$ cat src/rtl/display_scan_ctrl.sv
// -----------------------------------------------------------------------------
// display_scan_ctrl
//
// Time-multiplexed scan controller for a 3-digit 7-segment driver.
// Holds a 12-bit hex value plus per-digit decimal points. Rotates digits
// 0 -> 1 -> 2 with a programmable on-time (SHOW). An optional blank gap
// (BLANK) follows each digit so the previous digit does not ghost into the
// next one.
//
// New values arrive over a valid/ready handshake. They are parked in a
// pending register and only become visible at a frame boundary, so a frame
// never mixes digits from two different values.
//
// Parameters
//   DIGIT_CYCLES  clock cycles per SHOW slot (>= 1)
//   BLANK_CYCLES  clock cycles per BLANK gap after each digit (0 = no gap)
//
// Optional feature (compile-time macro)
//   LEADING_ZERO_BLANK_EN  when defined, leading zero digits are switched off
//                          during their SHOW slot (digit 2 if value[11:8]==0,
//                          digit 1 if value[11:4]==0). Digit 0 is always shown,
//                          and a digit with its decimal point set is never
//                          blanked. Slot timing is unchanged.
//
// Ports
//   clock          in   system clock, all logic on posedge
//   reset          in   synchronous, active-high
//   value_in       in   [11:8]=digit2, [7:4]=digit1, [3:0]=digit0
//   dp_mask_in     in   bit i lights the decimal point of digit i
//   load_valid     in   value_in / dp_mask_in valid
//   load_ready     out  controller can accept a load
//   display_en     in   0 = all digits off, scan parked at digit 0
//   digit_sel_out  out  driver digit select: 0..2 = digit, 3 = all off
//   nibble_out     out  driver nibble
//   dp_out         out  driver decimal point
//   frame_done     out  1-cycle pulse after each frame boundary
//
// All outputs are registered, so they reflect the FSM state of the
// previous cycle.
// -----------------------------------------------------------------------------
module display_scan_ctrl #(
  parameter int DIGIT_CYCLES = 50000,
  parameter int BLANK_CYCLES = 16
) (
  input  logic        clock,
  input  logic        reset,
  input  logic [11:0] value_in,
  input  logic [2:0]  dp_mask_in,
  input  logic        load_valid,
  output logic        load_ready,
  input  logic        display_en,
  output logic [1:0]  digit_sel_out,
  output logic [3:0]  nibble_out,
  output logic        dp_out,
  output logic        frame_done
);

  // The counter only has to reach the longer of the two slot lengths.
  localparam int MAX_CYCLES = (DIGIT_CYCLES > BLANK_CYCLES) ? DIGIT_CYCLES : BLANK_CYCLES;
  localparam int CW         = $clog2(MAX_CYCLES + 1);

  localparam logic [CW-1:0] DIG_LAST = CW'(DIGIT_CYCLES - 1);
  // Unused when BLANK_CYCLES == 0; clamped so it never goes negative.
  localparam logic [CW-1:0] BLK_LAST = CW'((BLANK_CYCLES > 0) ? BLANK_CYCLES - 1 : 0);
  localparam bit            HAS_GAP  = (BLANK_CYCLES > 0);

  localparam logic [1:0] SEL_OFF = 2'd3;

  typedef enum logic {
    SHOW  = 1'b0,
    BLANK = 1'b1
  } state_t;

  state_t        state, state_nxt;
  logic [1:0]    idx, idx_nxt, idx_inc;
  logic [CW-1:0] cnt, cnt_nxt;
  logic          wrap;          // this cycle is the last of the frame

  logic [11:0]   active_val, pending_val;
  logic [2:0]    active_dp, pending_dp;
  logic          pending_flag;

  logic [3:0]    cur_nib;
  logic          cur_dp;
  logic          lz_blank;

  logic [1:0]    sel_nxt;
  logic [3:0]    nib_nxt;
  logic          dp_nxt;

  logic          accept, transfer;

  // ---------------------------------------------------------------------------
  // Digit mux: nibble and decimal point of the digit at idx.
  // ---------------------------------------------------------------------------
  always_comb begin : digit_mux
    cur_nib = active_val[3:0];
    cur_dp  = active_dp[0];
    case (idx)
      2'd1: begin
        cur_nib = active_val[7:4];
        cur_dp  = active_dp[1];
      end
      2'd2: begin
        cur_nib = active_val[11:8];
        cur_dp  = active_dp[2];
      end
      default: ;
    endcase
`ifdef LEADING_ZERO_BLANK_EN
    // A lit decimal point keeps its digit visible even when it is a zero.
    lz_blank = ((idx == 2'd2) && (active_val[11:8] == 4'h0) && !active_dp[2]) ||
               ((idx == 2'd1) && (active_val[11:4] == 8'h00) && !active_dp[1]);
`else
    lz_blank = 1'b0;
`endif
  end

  assign idx_inc = (idx == 2'd2) ? 2'd0 : idx + 2'd1;

  // ---------------------------------------------------------------------------
  // Scan FSM: next state and next output values.
  // ---------------------------------------------------------------------------
  always_comb begin : fsm_next
    state_nxt = state;
    idx_nxt   = idx;
    cnt_nxt   = cnt;
    wrap      = 1'b0;
    sel_nxt   = SEL_OFF;
    nib_nxt   = nibble_out;  // nibble holds while no digit is selected
    dp_nxt    = 1'b0;

    if (!display_en) begin
      // Parked at the start of digit 0 so re-enable begins a clean frame.
      state_nxt = SHOW;
      idx_nxt   = 2'd0;
      cnt_nxt   = '0;
    end else begin
      case (state)
        SHOW: begin
          nib_nxt = cur_nib;
          if (!lz_blank) begin
            sel_nxt = idx;
            dp_nxt  = cur_dp;
          end
          if (cnt == DIG_LAST) begin
            cnt_nxt = '0;
            if (HAS_GAP) begin
              state_nxt = BLANK;
            end else begin
              // No gap: the SHOW slot of digit 2 itself closes the frame.
              idx_nxt = idx_inc;
              wrap    = (idx == 2'd2);
            end
          end else begin
            cnt_nxt = cnt + 1'b1;
          end
        end
        BLANK: begin
          if (cnt == BLK_LAST) begin
            cnt_nxt   = '0;
            state_nxt = SHOW;
            idx_nxt   = idx_inc;
            wrap      = (idx == 2'd2);
          end else begin
            cnt_nxt = cnt + 1'b1;
          end
        end
        default: begin
          state_nxt = SHOW;
          idx_nxt   = 2'd0;
          cnt_nxt   = '0;
        end
      endcase
    end
  end

  // load_ready is kept equal to !pending_flag, so a load can never be
  // accepted in the same cycle that the pending value moves to active.
  assign accept   = load_valid & load_ready;
  assign transfer = pending_flag & (wrap | ~display_en);

  // ---------------------------------------------------------------------------
  // State, output and value registers.
  // ---------------------------------------------------------------------------
  always_ff @(posedge clock) begin
    if (reset) begin
      state         <= SHOW;
      idx           <= 2'd0;
      cnt           <= '0;
      digit_sel_out <= SEL_OFF;
      nibble_out    <= 4'h0;
      dp_out        <= 1'b0;
      frame_done    <= 1'b0;
      active_val    <= 12'h000;
      active_dp     <= 3'b000;
      pending_val   <= 12'h000;
      pending_dp    <= 3'b000;
      pending_flag  <= 1'b0;
      load_ready    <= 1'b1;
    end else begin
      state         <= state_nxt;
      idx           <= idx_nxt;
      cnt           <= cnt_nxt;
      digit_sel_out <= sel_nxt;
      nibble_out    <= nib_nxt;
      dp_out        <= dp_nxt;
      frame_done    <= wrap;

      if (transfer) begin
        active_val   <= pending_val;
        active_dp    <= pending_dp;
        pending_flag <= 1'b0;
        load_ready   <= 1'b1;
      end
      if (accept) begin
        pending_val  <= value_in;
        pending_dp   <= dp_mask_in;
        pending_flag <= 1'b1;
        load_ready   <= 1'b0;
      end
    end
  end

endmodule

$ cat config.mk
export PLATFORM = sky130hd
export DESIGN_NAME = display_scan_ctrl
export DESIGN_NICKNAME = d
export VERILOG_FILES = /design/src/rtl/display_scan_ctrl.sv
export SDC_FILE = /design/constraint.sdc
export NUM_CORES = 1
export LEC_CHECK = 0
export CORE_ASPECT_RATIO = 2
export CORE_UTILIZATION = 45
export CTS_CLUSTER_DIAMETER = 50
export CTS_CLUSTER_SIZE = 30
export DETAILED_ROUTE_END_ITERATION = 10
export PLACE_DENSITY = 0.67
export SYNTH_ARGS = -nofsm -noshare
export SYNTH_HDL_FRONTEND = slang
export SYNTH_SLANG_ARGS = --single-unit
$ cat constraint.sdc
create_clock -name clock -period 2.8 [get_ports clock]
set_input_delay 0.56 -clock clock [delete_from_list [all_inputs] [get_ports clock]]
set_output_delay 0.56 -clock clock [all_outputs]
set_load 0.02 [all_outputs]
==> flow_metrics.env, run 1 <==
export IMPL_synthCells=290
export IMPL_cp_cell_sequence="or4_4 -> or3_1 -> o32a_1 -> mux2i_1"
export IMPL_drt_initial_drc_count=55
export IMPL_multi_input_area_sq_mm=0.00126
export IMPL_hp_class="register to register"
export IMPL_routabilityCongestion=0.881
export IMPL_worst_pin_slew_ns=0.993
export IMPL_critPathMaxStageDelay_ns=0.67
export IMPL_numCtsBuffers=9
export IMPL_synthAdderAreaFrac_pct=2.46
export IMPL_clkPwrFrac_pct=42.1
export IMPL_initial_core_util_pct=47.0
export IMPL_powerDensity_mw_per_mm2=570
export IMPL_syn_avg_cell_area_sq_um=8.78
export IMPL_cap_violations=0
export IMPL_cts_root_buf="clkbuf_8"
export IMPL_p_sw_mw=0.380
export IMPL_die_area_sq_mm=0.00598
export IMPL_wl_met1_mm=2.13
export IMPL_start_kind="register"
export IMPL_grt_usage_pct=21.0
export IMPL_synth_cell_types=33
export IMPL_p_int_mw=1.34
export IMPL_final_seq_area_sq_mm=0.00118
export IMPL_synth_compound_area_share_pct=10.4
export IMPL_fin_setup_tns_ns=0
export IMPL_clkSlewWorstSetupHoldPaths_ns=0.06
export IMPL_synth_area_mux_share_pct=5.90
export IMPL_synth_top_family_by_area="simple AND/OR/NAND/NOR gates"
export IMPL_period_share_pct=81.5
export IMPL_cts_setup_buffers=0
export IMPL_path_max_fanout=16
export IMPL_first_pass_iters=4
export IMPL_synth_xor_area_share_pct=4.13
export IMPL_path_class="register to register"
export IMPL_synthToLayoutAreaGrowth_pct=18.5
export IMPL_setup_viol=0
export IMPL_p_seq_share_pct=51.0
export IMPL_slew_headroom_pct=33.7
export IMPL_core_rowCount=38
export IMPL_met2_length_mm=2.86
export IMPL_antenna_found_initial=0
export IMPL_die_h_um=108
export IMPL_synth_edff_count=0
export IMPL_yosys_area_share_simple_pct=26.5
export IMPL_htreeDepth=3
export IMPL_cp_end_kind="register"
export IMPL_synth_net_count=314
export IMPL_synthFlopType="dfxtp_1"
export IMPL_routed_top_layer="met4"
export IMPL_vias_per_cell=5.47
export IMPL_antenna_left=0
export IMPL_fmax_mhz=438
export IMPL_cts_tree="done"
export IMPL_clock_skew_ns=0.00891
export IMPL_hold_ws_ns=0.458
export IMPL_drive_gt1_share_pct=6.25
export IMPL_swShare_pct=22.1
export IMPL_crit_family="simple AND/OR/NAND/NOR gates"
export IMPL_drc=0
export IMPL_core_area_sq_mm=0.00542
export IMPL_clk_latency_ns=0.34
export IMPL_worst_ep_required_time_ns=2.99
export IMPL_async_flop_share_pct=0
export IMPL_synth_seq_area_share_pct=46.4
export IMPL_drv_slew=0
export IMPL_die_width_um=55.2
export IMPL_fin_nets=339
export IMPL_routedWlPerCell_um=13.8
export IMPL_wl_met3_um=123
export IMPL_grt_pass1_wl_mm=8.78
export IMPL_yosysWarnings=0
export IMPL_layout_min_cycle_time_ns=2.28
export IMPL_grt_start_max_net_pins=53
export IMPL_ys_ff_latch=59
export IMPL_dp_hpwl_mm=3.72
export IMPL_vias=2078
export IMPL_vdd_drop_max_mv=0.452
export IMPL_num_io_pins=28
export IMPL_critPathBufInv=0
export IMPL_rsz0062_at_grt="false"
export IMPL_pwr_share_comb_pct=6.9
export IMPL_routed_wl_mm=5.26
export IMPL_cts_buffer_depth=2
export IMPL_cp_data_arrival_time_ns=2.47
export IMPL_gr_total_overflow=0
export IMPL_netlist_area_sq_mm=0.00255
export IMPL_hold_violations=0
export IMPL_portBuffers=27
export IMPL_fill_cells=532
export IMPL_outcome="completed"
export IMPL_post_cts_resized=0
export IMPL_cts_hold_buf=0
export IMPL_p_leak_nw=1.07
export IMPL_clkSinkCount=59
export IMPL_antenna_diode_count=0
export IMPL_grt_pass1_vias=1951
export IMPL_crit_path_top_delay_cell="o32a_1"
==> synth_stat cells (6+ instances only) <==
cell | number | area share (%)
dfxtp_1 | 59 | 46
nand2_1 | 38 | 5.6
nand2b_1 | 32 | 7.9
a21oi_1 | 24 | 4.7
nor3_1 | 18 | 3.5
mux2i_1 | 15 | 5.9
nor2_1 | 15 | 2.2
clkbuf_1 | 13 | 1.9
nand3_1 | 10 | 2.0
xnor2_1 | 10 | 3.4
inv_1 | 7 | 1.0
a211oi_1 | 6 | 1.8
==> area by class of cell <==
class | instances | area share, %
Timing Repair Buffer | 29 | 9.45
Tap cell | 60 | 2.49
Sequential cell | 59 | 39.1
Inverter | 7 | 0.871
Multi-Input combinational cell | 209 | 41.7
Clock inverter | 1 | 0.166
Clock buffer | 15 | 6.18
==> worst paths after layout <==
check                   endpoint      startpoint  depth (start not counted)  slack (ns)
setup / recovery   active_val[3]         cnt[13]                          4        0.52
hold / removal    pending_val[3]  pending_val[3]                          2        0.46
setup reg to reg   active_val[3]         cnt[13]                          4        0.52
hold reg to reg   pending_val[3]  pending_val[3]                          2        0.46
==> tightest hold or removal path, stage by stage (launching register included) <==
cell	delay [ns]
dfxtp_1	0.31
nand2_1	0.05
a21oi_1	0.05
==> kinds of logic after synthesis <==
logic type / count (synthesis)
AOI/OAI and AO/OA: 44
xor gates and xnor gates: 12
adders and majority gates: 5
buffers and inverters: 22
DFF: 59
muxes: 15
and+or+nand+nor: 133
==> power by group through the flow <==
stage	combinational, mW	clock [mW]	sequential (mW)
after floorplan	0.0729	0	0.896
after global placement	0.121	0	0.894
after detailed placement	0.122	0	0.895
after CTS	0.122	0.748	0.877
after global routing	0.133	0.787	0.880
final	0.119	0.724	0.877
==> metrics by stage <==
stage | worst slack (ns) | cell area [sq um] | cells | power [mW] | utilization [%]
6_report | 0.519 | 3020 | 380 | 1.72 | 55.7
5_1_grt | 0.404 | 3020 | 380 | 1.80 | 55.7
4_1_cts | 0.503 | 3020 | 380 | 1.75 | 55.7
3_5_place_dp | 0.477 | 2830 | 364 | 1.02 | 52.1
3_3_place_gp | 0.530 | 2830 | 364 | 1.01 | 52.1
2_1_floorplan | 0.776 | 2550 | 290 | 0.969 | -
==> routing by layer <==
metal  vias to the layer above  global-route usage, %
met1                       990                   23.0
met3                        10                   5.91
met2                        27                   34.6
li1                       1051                      -
met5                         -                      0
met4                         0                   11.3
==> flip-flops by register name, indices dropped and copies added (netlist names) <==
signal / flops
load_ready: 1
pending_flag: 1
dp_out: 1
frame_done: 1
nibble_out: 4
active_val: 12
pending_dp: 3
digit_sel_out: 2
active_dp: 3
state: 1
cnt: 16
idx: 2
pending_val: 12
==> layout by cell type (no fill, tap or decap), types with 7 or more instances in the layout <==
cell and n:
nor2_1 15, mux2i_1 15, nor3_1 18, dfxtp_1 59
clkdlybuf4s50_1 27, a21oi_1 24, inv_1 7, xnor2_1 10
nand3_1 10, clkbuf_8 13, nand2b_1 32, nand2_1 38
(Power assumes the default switching activity.)
==> inputs of run 2 (changes only) <==
- clock period: 2.8 -> 2.25 ns (I/O delays scaled with it)
==> flow_metrics.env, run 2 (synthesis gave the netlist of run 1 again) <==
export IMPL_drc=0
export IMPL_slew_headroom_pct=59.5
export IMPL_routabilityCongestion=0.862
export IMPL_hold_violations=0
export IMPL_portBuffers=27
export IMPL_drive_gt1_share_pct=7.43
export IMPL_cp_data_arrival_time_ns=2.27
export IMPL_start_kind="register"
export IMPL_die_width_um=55.2
export IMPL_routed_wl_mm=5.35
export IMPL_hp_class="register to register"
export IMPL_fin_util_pct=56.0
export IMPL_vias=2021
export IMPL_die_area_sq_mm=0.00598
export IMPL_antenna_left=0
export IMPL_synthToLayoutAreaGrowth_pct=19.2
export IMPL_die_h_um=108
export IMPL_fin_nets=343
export IMPL_dp_hpwl_mm=3.83
export IMPL_clkSlewWorstSetupHoldPaths_ns=0.06
export IMPL_reg2reg_from="cnt[13]"
export IMPL_reg_largest_list="cnt (16), active_val (12), pending_val (12)"
export IMPL_grt_start_max_net_pins=53
export IMPL_worst_ep_required_time_ns=2.47
export IMPL_numCtsBuffers=9
export IMPL_layout_min_cycle_time_ns=2.05
export IMPL_core_rowCount=38
export IMPL_grt_pass1_wl_mm=8.65
export IMPL_htreeDepth=3
export IMPL_p_sw_mw=0.475
export IMPL_num_io_pins=28
export IMPL_antenna_diode_count=0
export IMPL_final_cell_mix="dfxtp_1, nand2_1, nand2b_1"
export IMPL_pre_cts_ws_ns=0.208
export IMPL_p_int_mw=1.63
export IMPL_grt_pass1_vias=1936
export IMPL_cts_setup_buffers=0
export IMPL_post_cts_resized=0
export IMPL_setup_ws_ns=0.197
export IMPL_cp_end_kind="register"
export IMPL_cts_tree="done"
export IMPL_powerDensity_mw_per_mm2=693
export IMPL_gr_total_overflow=0
export IMPL_fin_setup_tns_ns=0
export IMPL_period_share_pct=91.2
export IMPL_clk_latency_ns=0.34
export IMPL_first_pass_iters=4
export IMPL_clkSinkCount=59
export IMPL_swShare_pct=22.6
export IMPL_p_seq_share_pct=51.9
export IMPL_p_leak_nw=1.09
export IMPL_rsz0062_at_grt="false"
export IMPL_initial_core_util_pct=47.0
export IMPL_top_register="cnt"
export IMPL_vias_per_cell=5.28
export IMPL_antenna_found_initial=0
export IMPL_grt_usage_pct=20.7
export IMPL_core_area_sq_mm=0.00542
export IMPL_cts_hold_buf=0
export IMPL_path_class="register to register"
export IMPL_hold_ws_ns=0.457
export IMPL_fmax_mhz=487
export IMPL_path_max_fanout=16
export IMPL_crit_start="cnt[13]"
export IMPL_clock_skew_ns=0.00719
export IMPL_cts_buffer_depth=2
export IMPL_cap_violations=0
export IMPL_drv_slew=0
export IMPL_outcome="completed"
export IMPL_setup_viol=0
export IMPL_worst_pin_slew_ns=0.592
export IMPL_layout_cells_most_common="dfxtp_1"
export IMPL_min_from="pending_val[11]"
export IMPL_cts_root_buf="clkbuf_8"
export IMPL_largest_register_ffs=16
export IMPL_routedWlPerCell_um=14.0
export IMPL_clkPwrFrac_pct=41.0
export IMPL_vdd_drop_max_mv=0.673
export IMPL_pwr_share_comb_pct=7.2
export IMPL_drt_initial_drc_count=43
==> run 2: changes by cell type in the layout (fill, tap and decap cells not counted) <==
| cell | change |
|---|---|
| buf_4 | +4 |
| clkbuf_1 | -1 |
| clkbuf_8 | -1 |
| clkinv_2 | +1 |
==> run 2: path summary, 6_finish.rpt <==
check,cells after the start,endpoint,slack (ns)
setup / recovery,5,active_val[2],0.20
setup reg to reg,5,active_val[2],0.20
hold / removal,2,pending_val[11],0.46
hold reg to reg,2,pending_val[11],0.46
==> run 2: per-layer routing <==
metal / global-route usage (%) / vias up / share of wire [%]
met2: 34.3 / 28 / 54
li1: - / 1050 / -
met3: 4.08 / 16 / 2.8
met4: 14.3 / 0 / 3.7
met1: 22.0 / 927 / 40
met5: 0 / - / 0
==> run 2: worst max-delay path: stages, from the launching register on <==
cell     delay [ns]
dfxtp_1        0.34
or4_4          0.54
or3_1          0.35
o32a_1         0.33
buf_4          0.22
mux2i_1        0.14
==> run 2: power by group through the flow <==
| stage | Sequential [mW] | Combinational (mW) | Clock [mW] |
|---|---|---|---|
| 3_3_place_gp | 1.11 | 0.150 | 0 |
| 6_report | 1.09 | 0.150 | 0.862 |
| 3_5_place_dp | 1.11 | 0.152 | 0 |
| 4_1_cts | 1.09 | 0.153 | 0.894 |
| 5_1_grt | 1.09 | 0.166 | 0.926 |
| 2_1_floorplan | 1.12 | 0.0907 | 0 |
==> run 2: per-stage QoR <==
step	cell area, sq um	instances	power, mW
3_5_place_dp	2860	368	1.27
3_3_place_gp	2860	368	1.26
5_1_grt	3040	383	2.19
2_1_floorplan	2550	290	1.21
4_1_cts	3040	383	2.14
6_report	3040	383	2.10
==> run 2: area by class of cell <==
| class | instances | area [sq um] |
|---|---|---|
| inverter | 7 | 26.3 |
| clock inverter | 2 | 10.0 |
| multi-input combinational | 209 | 1260 |
| sequential | 59 | 1180 |
| clock buffer | 13 | 169 |
| fill | 520 | 2380 |
| tap | 60 | 75.1 |
| timing repair buffer | 33 | 315 |
